===== src/rtl/reg_file_cfg_if.sv =====
// Command/response bus between the system controller and reg_file_cfg.
// master = requester side, slave = register file side.
interface reg_file_cfg_if #(
    parameter int WIDTH = 8,
    parameter int ADDR  = 4
);
    logic             Req_Valid;
    logic             Req_Ready;
    logic [1:0]       Op;
    logic [ADDR-1:0]  Address;
    logic [WIDTH-1:0] WrData;
    logic             Unlock;
    logic [WIDTH-1:0] RdData;
    logic             RdData_VLD;
    logic             Err;

    modport master (
        output Req_Valid, Op, Address, WrData, Unlock,
        input  Req_Ready, RdData, RdData_VLD, Err
    );

    modport slave (
        input  Req_Valid, Op, Address, WrData, Unlock,
        output Req_Ready, RdData, RdData_VLD, Err
    );
endinterface


===== src/rtl/reg_file_cfg.sv =====
// Configuration register file: read/write/set-bits/clear-bits commands over a
// valid/ready port, per-register write protection, address range checking and
// a flat export of the low CFG_REGS registers.
//
//  state  | meaning
//  -------+-----------------------------------------------------------
//  S_IDLE | ready for a command; reads/writes complete in one cycle
//  S_RMW  | applying a captured set/clear mask; no command accepted
module reg_file_cfg #(
    parameter int                     WIDTH     = 8,
    parameter int                     DEPTH     = 16,
    parameter int                     ADDR      = 4,
    parameter int                     CFG_REGS  = 4,
    parameter logic [WIDTH*DEPTH-1:0] INIT      = (WIDTH*DEPTH)'(32'h0821_0000),
    parameter logic [DEPTH-1:0]       PROT_MASK = DEPTH'(4'b1100)
) (
    input  logic                      CLK,
    input  logic                      RST,
    reg_file_cfg_if.slave             bus,
    output logic [CFG_REGS*WIDTH-1:0] CFG_OUT
);

    localparam logic [1:0]    OP_READ  = 2'b00;
    localparam logic [1:0]    OP_WRITE = 2'b01;
    localparam logic [ADDR:0] DEPTH_L  = (ADDR+1)'(DEPTH);

    typedef enum logic {
        S_IDLE = 1'b0,
        S_RMW  = 1'b1
    } state_t;

    state_t state_q, state_d;

    logic [DEPTH-1:0][WIDTH-1:0] mem_q, mem_d;
    logic [ADDR-1:0]             rmw_addr_q;
    logic [WIDTH-1:0]            rmw_mask_q;
    logic                        rmw_clr_q;
    logic [WIDTH-1:0]            rd_data_q;
    logic                        rd_vld_q;
    logic                        err_q;

    logic req_ready;
    logic accept;
    logic addr_ok;
    logic prot_hit;
    logic reject;
    logic take;
    logic take_rmw;

    // Acceptance and error qualification of the command on the bus.
    assign accept   = bus.Req_Valid & req_ready;
    assign addr_ok  = {1'b0, bus.Address} < DEPTH_L;
    assign prot_hit = PROT_MASK[bus.Address] & ~bus.Unlock;
    // Out-of-range addresses reject first, so the protection lookup only
    // matters for addresses that exist.
    assign reject   = accept & (~addr_ok | ((bus.Op != OP_READ) & prot_hit));
    assign take     = accept & ~reject;
    assign take_rmw = take & bus.Op[1];

    // State register.
    always_ff @(posedge CLK or negedge RST) begin
        if (!RST) begin
            state_q <= S_IDLE;
        end else begin
            state_q <= state_d;
        end
    end

    // Next-state: a passing set/clear costs one extra cycle.
    always_comb begin
        state_d = state_q;
        case (state_q)
            S_IDLE:  if (take_rmw) state_d = S_RMW;
            S_RMW:   state_d = S_IDLE;
            default: state_d = S_IDLE;
        endcase
    end

    // Outputs decoded from state.
    always_comb begin
        req_ready = 1'b0;
        case (state_q)
            S_IDLE:  req_ready = 1'b1;
            S_RMW:   req_ready = 1'b0;
            default: req_ready = 1'b0;
        endcase
    end

    // Next register contents: RMW update or plain write (never both at once).
    always_comb begin
        mem_d = mem_q;
        if (state_q == S_RMW) begin
            if (rmw_clr_q) begin
                mem_d[rmw_addr_q] = mem_q[rmw_addr_q] & ~rmw_mask_q;
            end else begin
                mem_d[rmw_addr_q] = mem_q[rmw_addr_q] | rmw_mask_q;
            end
        end else if (take && (bus.Op == OP_WRITE)) begin
            mem_d[bus.Address] = bus.WrData;
        end
    end

    // Register storage, RMW capture and response pulses.
    always_ff @(posedge CLK or negedge RST) begin
        if (!RST) begin
            mem_q      <= INIT;
            rmw_addr_q <= '0;
            rmw_mask_q <= '0;
            rmw_clr_q  <= 1'b0;
            rd_data_q  <= '0;
            rd_vld_q   <= 1'b0;
            err_q      <= 1'b0;
        end else begin
            mem_q    <= mem_d;
            rd_vld_q <= take & (bus.Op == OP_READ);
            err_q    <= reject;
            if (take && (bus.Op == OP_READ)) begin
                rd_data_q <= mem_q[bus.Address];
            end
            if (take_rmw) begin
                rmw_addr_q <= bus.Address;
                rmw_mask_q <= bus.WrData;
                rmw_clr_q  <= bus.Op[0];
            end
        end
    end

    assign bus.Req_Ready  = req_ready;
    assign bus.RdData     = rd_data_q;
    assign bus.RdData_VLD = rd_vld_q;
    assign bus.Err        = err_q;
    assign CFG_OUT        = mem_q[CFG_REGS-1:0];

endmodule


===== src/flat_wrapper.sv =====
// flat-port wrapper written by rule: the top's interface ports become plain ports
module reg_file_cfg_flat 
#(
    parameter int                     WIDTH     = 8,
    parameter int                     DEPTH     = 16,
    parameter int                     ADDR      = 4,
    parameter int                     CFG_REGS  = 4,
    parameter logic [WIDTH*DEPTH-1:0] INIT      = (WIDTH*DEPTH)'(32'h0821_0000),
    parameter logic [DEPTH-1:0]       PROT_MASK = DEPTH'(4'b1100)
)
  (CLK, RST, CFG_OUT, bus_Req_Valid, bus_Op, bus_Address, bus_WrData, bus_Unlock, bus_Req_Ready, bus_RdData, bus_RdData_VLD, bus_Err);
  reg_file_cfg_if #(.WIDTH(WIDTH), .ADDR(ADDR)) bus_i ();
  input  logic CLK;
  input  logic RST;
  output logic [CFG_REGS*WIDTH-1:0] CFG_OUT;
  input wire logic [$bits(bus_i.Req_Valid)-1:0] bus_Req_Valid;
  input wire logic [$bits(bus_i.Op)-1:0] bus_Op;
  input wire logic [$bits(bus_i.Address)-1:0] bus_Address;
  input wire logic [$bits(bus_i.WrData)-1:0] bus_WrData;
  input wire logic [$bits(bus_i.Unlock)-1:0] bus_Unlock;
  output wire logic [$bits(bus_i.Req_Ready)-1:0] bus_Req_Ready;
  output wire logic [$bits(bus_i.RdData)-1:0] bus_RdData;
  output wire logic [$bits(bus_i.RdData_VLD)-1:0] bus_RdData_VLD;
  output wire logic [$bits(bus_i.Err)-1:0] bus_Err;
  assign bus_i.Req_Valid = bus_Req_Valid;
  assign bus_i.Op = bus_Op;
  assign bus_i.Address = bus_Address;
  assign bus_i.WrData = bus_WrData;
  assign bus_i.Unlock = bus_Unlock;
  assign bus_Req_Ready = bus_i.Req_Ready;
  assign bus_RdData = bus_i.RdData;
  assign bus_RdData_VLD = bus_i.RdData_VLD;
  assign bus_Err = bus_i.Err;
  reg_file_cfg #(.WIDTH(WIDTH), .DEPTH(DEPTH), .ADDR(ADDR), .CFG_REGS(CFG_REGS), .INIT(INIT), .PROT_MASK(PROT_MASK)) u_core (.CLK(CLK), .RST(RST), .bus(bus_i), .CFG_OUT(CFG_OUT));
endmodule

===== config.mk =====
export PLATFORM = sky130hd
export DESIGN_NAME = reg_file_cfg_flat
export DESIGN_NICKNAME = d
export VERILOG_FILES = /design/src/rtl/reg_file_cfg_if.sv /design/src/rtl/reg_file_cfg.sv /design/src/flat_wrapper.sv
export SDC_FILE = /design/constraint.sdc
export NUM_CORES = 1
export LEC_CHECK = 0
export BUFFER_PORTS_ARGS = -buffer_cell sky130_fd_sc_hd__buf_4
export CORE_UTILIZATION = 23
export DETAILED_ROUTE_END_ITERATION = 16
export GPL_TIMING_DRIVEN = 0
export PLACE_DENSITY = 0.42
export SLEW_MARGIN = 20
export SYNTH_ARGS = -nofsm -noshare
export SYNTH_HDL_FRONTEND = slang
export SYNTH_SLANG_ARGS = --single-unit

===== constraint.sdc =====
create_clock -name CLK -period 2.99 [get_ports CLK]
set_input_delay 0.1495 -clock CLK [delete_from_list [all_inputs] [get_ports CLK]]
set_output_delay 0.1495 -clock CLK [all_outputs]
set_load 0.01 [all_outputs]

# ---- Word level (Yosys, flattened, before mapping)
# Memories as Yosys holds them, arrays and structs flattened.
# Index checks and enable logic that the tools add are counted.
dict set report word_totals {
  inputBits 18
  out_inout_bits 43
  ram_bits 0
  memories 1
  rom_bits 16
  latchBits 0
  word_cells 67
  reg_bits 152
}
# name words width read_ports rd_clocked_by_memory_dff write_ports line_no
set mem_list {}
lappend mem_list {{(no name shown)} 16 1 1 0 0 reg_file_cfg.sv:53} ;# assign prot_hit = PROT_MASK[bus.Address] & ~bus.Unlock;
dict set report op_classes {
  bitwise 13
  n_mul 0
  order_cmp 4
  n_div 0
  n_addsub 0
  mux 18
  n_shift 0
  n_eq_ne 1
  reduce_logical 7
}
# operator count
set ops {}
lappend ops {{128-bit bitwise mux} 3}
lappend ops {{128-bit two-way mux} 3}
lappend ops {{8-bit binary-select mux with 4-bit select} 2}
lappend ops {{8-bit demux with 4-bit select} 2}
lappend ops {{8-bit two-way mux} 4}
lappend ops {{4-bit by 5-bit < comparator with 1-bit output, second input constant} 2}
lappend ops {{8-bit AND} 1}
lappend ops {{4-bit by 1-bit >= comparator with 1-bit output, second input constant} 2}
lappend ops {{8-bit NOT} 1}
lappend ops {{8-bit bitwise OR} 1}
lappend ops {{1-bit AND} 7}
lappend ops {{1-bit logical AND} 4}
lappend ops {{1-bit one-hot mux with 2 select lines} 2}
lappend ops {{2-bit nonzero test} 2}
lappend ops {{1-bit NOT} 3}
lappend ops {{2-bit by 1-bit equality test with 1-bit output, second input constant} 1}
lappend ops {{2-bit logical NOT} 1}
lappend ops {{1-bit two-way mux} 2}

# ---- Logic depth before layout (Yosys ltp)
dict set report depth {
  depth_word 10
  mapped_depth 8
  ltp_nobuf 4
}

# ---- Worst setup path before layout
# Ideal clock, no wire load.
dict set report synth_path {
  kind {reg2reg}
  from {reg u_core.rmw_addr_q[0]}
  to {reg u_core.mem_q[74] in the netlist's numbering}
  period_less_slack_ps 2091
  path_slack_ps 899
  required_time_ps 2846
  t_arrival_ps 1947
  n_path_buf 4
  path_stages_with_launch 9
  setup_time_ps 144
  path_cell_list {dfrtp_1 > buf_6 > buf_6 > buf_2 > mux2_2 > a222oi_1 > a32o_2 > buf_4 > o221ai_1}
}
dict set report synth_between {
  elab_chain_len 7
  word_cells_on_any_way 13
  cone_classes {2 x order compare; 8 x mux; 2 x bitwise; 1 x reduce/logical}
}
# element line_no
set synth_lines {}
lappend synth_lines {{start, declared} reg_file_cfg.sv:35} ;# logic [ADDR-1:0] rmw_addr_q;
lappend synth_lines {{start signal, assigned} reg_file_cfg.sv:121} ;# rmw_addr_q <= bus.Address;
lappend synth_lines {{4-bit by 5-bit < comparator with 1-bit output (implied by the code) or 4-bit by 1-bit >= comparator with 1-bit output (tied branches)} {reg_file_cfg.sv:94, reg_file_cfg.sv:96}}
lappend synth_lines {{1-bit logical AND (implied by the code)} {reg_file_cfg.sv:94, reg_file_cfg.sv:96}}
lappend synth_lines {{8-bit two-way mux (implied by the code)} {reg_file_cfg.sv:94, reg_file_cfg.sv:96}}
lappend synth_lines {{8-bit demux with 4-bit select} n/a}
lappend synth_lines {{128-bit bitwise mux (on tied branches)} {reg_file_cfg.sv:96, reg_file_cfg.sv:94}}
lappend synth_lines {{128-bit two-way mux (*)} reg_file_cfg.sv:93} ;# if (rmw_clr_q) begin
lappend synth_lines {{128-bit two-way mux (*)} reg_file_cfg.sv:92} ;# if (state_q == S_RMW) begin
lappend synth_lines {{end signal, assigned} reg_file_cfg.sv:114} ;# mem_q <= mem_d;
lappend synth_lines {{end, declared} reg_file_cfg.sv:34} ;# logic [DEPTH-1:0][WIDTH-1:0] mem_q, mem_d;
# Every way passes the cells marked *; elsewhere a longest branch is shown, timed or not. The select of a mux whose other input is x is not followed.
# A chain may end at the register's enable or synchronous reset.

# ---- Worst setup path in the final report
dict set report layout_path {
  from {reg u_core.rmw_addr_q[0]}
  to {reg u_core.mem_q[73] in the netlist's numbering}
}
# The elaborated chain is that of the path after synthesis.

==> impl_metrics.toml <==
[detailed_routing]
via_per_inst = 5.78
ant_nets = 0
drc = 0
vias = 8556
drt_iter0_drc = 1062
wl_per_cell_um = 29.0
firstDrtPassIters = 6
drt-total-wl_mm = 43.0

[yosys]
synth_area_per_cell_um2 = 10.9
synth_area_leader_cell = "dfrtp_1"
ys_top_cells_by_area = "dfrtp_1, mux4_2, o221ai_1"
syn_area_um2 = 9430
yosysTopAreaCellShare_pct = 39.5
synth.most_common_cell = "dfrtp_1"
yosysWarnings = 0
synth_enable_flop_cells = 0
synth.distinct_cells = 57
async_reset_ff_share_pct = 100
mappedNetlistNets = 884
synth_cells = 866
ys.flop_type = "dfrtp_1"
yosys-top-cells-count = "dfrtp_1, nand2_1, o221ai_1, mux4_2, o211ai_1"
seq_area_frac_synth_pct = 40.4
yosys_register_bits = 152

[sta]
min_period_ps = 2940
setup_ws_ps = 53.1
finalHoldViolations = 0
fmax_mhz = 340
tightest_slew_ps = 1110
slew_violations = 0
setup_viol = 0
max-slew-margin-rel_pct = 26.3
period_share_pct = 98.2
rsz0062_at_grt = "no"
finClkSkew_ps = 13.7

[floorplan]
die_area_um2 = 41800
rows = 73
initial_core_util_pct = 23.5
core_um2 = 40100
num_io_pins = 61
die-width_um = 204
fp.dieH_um = 204

[setup_path]
timing.critical_path.fanout_max = 10
criticalPathCategory = "register to register"
reg2regPathDepth = 7
startpoint = "u_core.rmw_addr_q[0]"
rr_startpoint = "u_core.rmw_addr_q[0]"
timing.rr.end = "u_core.mem_q[73]"
reg2reg_slack_ps = 50
crit_end = "u_core.mem_q[73]"
crit_path_end_kind = "register"
required_ps = 3280
crit_path_start_kind = "register"
crit_arrival_ps = 3230

[placed_design]
pre_cts_slack_ps = -244
gp_congestion = 0.886
io_buffers = 51
place_area_um2 = 10500
hpwl_mm = 30.9

[global_route]
grt_start_max_net_pins = 90
grt_usage_pct = 21.0
gr-total-overflow = 0
grt_pass1_vias = 8449
antenna_found_initial = 2
grt_pass1_wl_mm = 62.1

[worst_hold_path]
hp-class = "primary input to register"
hold_depth = 3

[outcome]
status = "complete, no violations"

[finish]
nets = 960
layout-drive-gt1-share_pct = 28.8
final_cell_area_um2 = 11200
area_delta_synth_final_pct = 18.5
final_util_pct = 27.9

[clock_tree]
worstSkewPairLatency_ps = 450
clock_path_buffers = 2
cts_tree = "yes"
post-cts-setup-buffers = 0
path_clk_slew_ps = 80
cts_buffers = 17
htreeDepth = 4
cts.sinks = 152
root_buffer = "clkbuf_16"

[job]
drv_cap = 0

[power_and_ir_drop]
leakagePower_nw = 4.30
p_total_mw = 11.0
p_per_area_nw_per_um2 = 989
peakVddDrop_mv = 0.367
[layout make-up]
| class | instances | area, um^2 |
|---|---|---|
| Antenna cell | 1 | 2.50 |
| Buffer | 123 | 692 |
| Clock buffer | 18 | 439 |
| Clock inverter | 14 | 163 |
| Fill cell | 4205 | 28900 |
| Inverter | 13 | 48.8 |
| Multi-Input combinational cell | 578 | 4900 |
| Sequential cell | 152 | 3810 |
| Tap cell | 525 | 657 |
| Timing Repair Buffer | 57 | 460 |
[cell families after synthesis]
logic type             count (synthesis)  synth area share [%]
AOI/OAI and AO/OA                    239                  20.1
and+or+nand+nor                      233                  13.2
DFF                                  152                  40.4
buffers and inverters                136                  7.83
muxes                                106                  18.4
[state kept, by name (all words and copies together) (netlist names)]
name and flops:
u_core.mem_q 96, u_core.bus.RdData 8, u_core.rmw_mask_q 8, u_core.bus.RdData_VLD 1, u_core.CFG_OUT 32, u_core.rmw_clr_q 1, u_core.bus.Err 1, u_core.rmw_addr_q 4
u_core.state_q 1
[worst min path at each step]
stage          startpoint           endpoint  slack (ps)
2_1_floorplan         RST  u_core.CFG_OUT[0]        -150
4_1_cts         bus_Op[1]     u_core.bus.Err           3
3_3_place_gp    bus_Op[0]   u_core.rmw_clr_q         420
6_report        bus_Op[1]     u_core.bus.Err          20
5_1_grt         bus_Op[1]     u_core.bus.Err          20
3_5_place_dp          RST   u_core.mem_q[40]         140
[worst max-delay path: stages (launching register included)]
cell and delay (ps):
dfrtp_1 340, buf_6 180, buf_6 230, mux4_2 530, a22oi_1 410, a32o_1 580
buf_4 350, o221ai_1 170
[metal layers]
layer  up-vias  part of all wire (%)  GRT usage [%]
met5         -                 0.023              0
met4         2                   3.0           7.97
li1       3580                     -              -
met2       429                    45           31.9
met3        61                   7.6           4.77
met1      4484                    44           28.9
[layout by cell type (no fill, tap or decap), types with 6 or more instances in the layout]
cell type	n
clkbuf_16	17
o221ai_1	73
o211ai_1	48
mux4_2	50
a221o_1	8
dfrtp_1	149
nand4_1	41
nor2b_1	11
buf_2	23
mux2i_1	15
nor3_1	10
o21ai_0	43
clkbuf_2	6
buf_4	91
a21bo_2	7
inv_1	13
a22oi_1	23
clkbuf_1	32
nor4bb_1	6
mux2_2	37
nand3_1	25
a21oi_1	6
nand2_1	102
buf_6	6
buf_1	17
[per-stage QoR]
step / setup TNS [ps] / instances / hold slack, ps
after floorplan: 0 / 866 / -146
after global placement: -4450 / 1442 / 423
after detailed placement: -5360 / 1444 / 141
after CTS: 0 / 1479 / 2.84
after global routing: 0 / 1480 / 15.2
final: 0 / 1481 / 19.2
[report_power, final]
group	switching (mW)	total (mW)	internal [mW]	leakage, nW
clock network	1.03	2.30	1.28	0.288
registers	1.14	4.16	3.02	1.75
logic	2.29	4.58	2.29	2.26
total	4.46	11.0	6.59	4.30
[repair_timing]
action	in CTS	in global routing
endpoints found under the setup margin	43	45
endpoints found under the hold margin	64	0
hold buffers	3	0
gates resized for setup	3	4
Note: power is estimated with default switching activity, not from simulation.
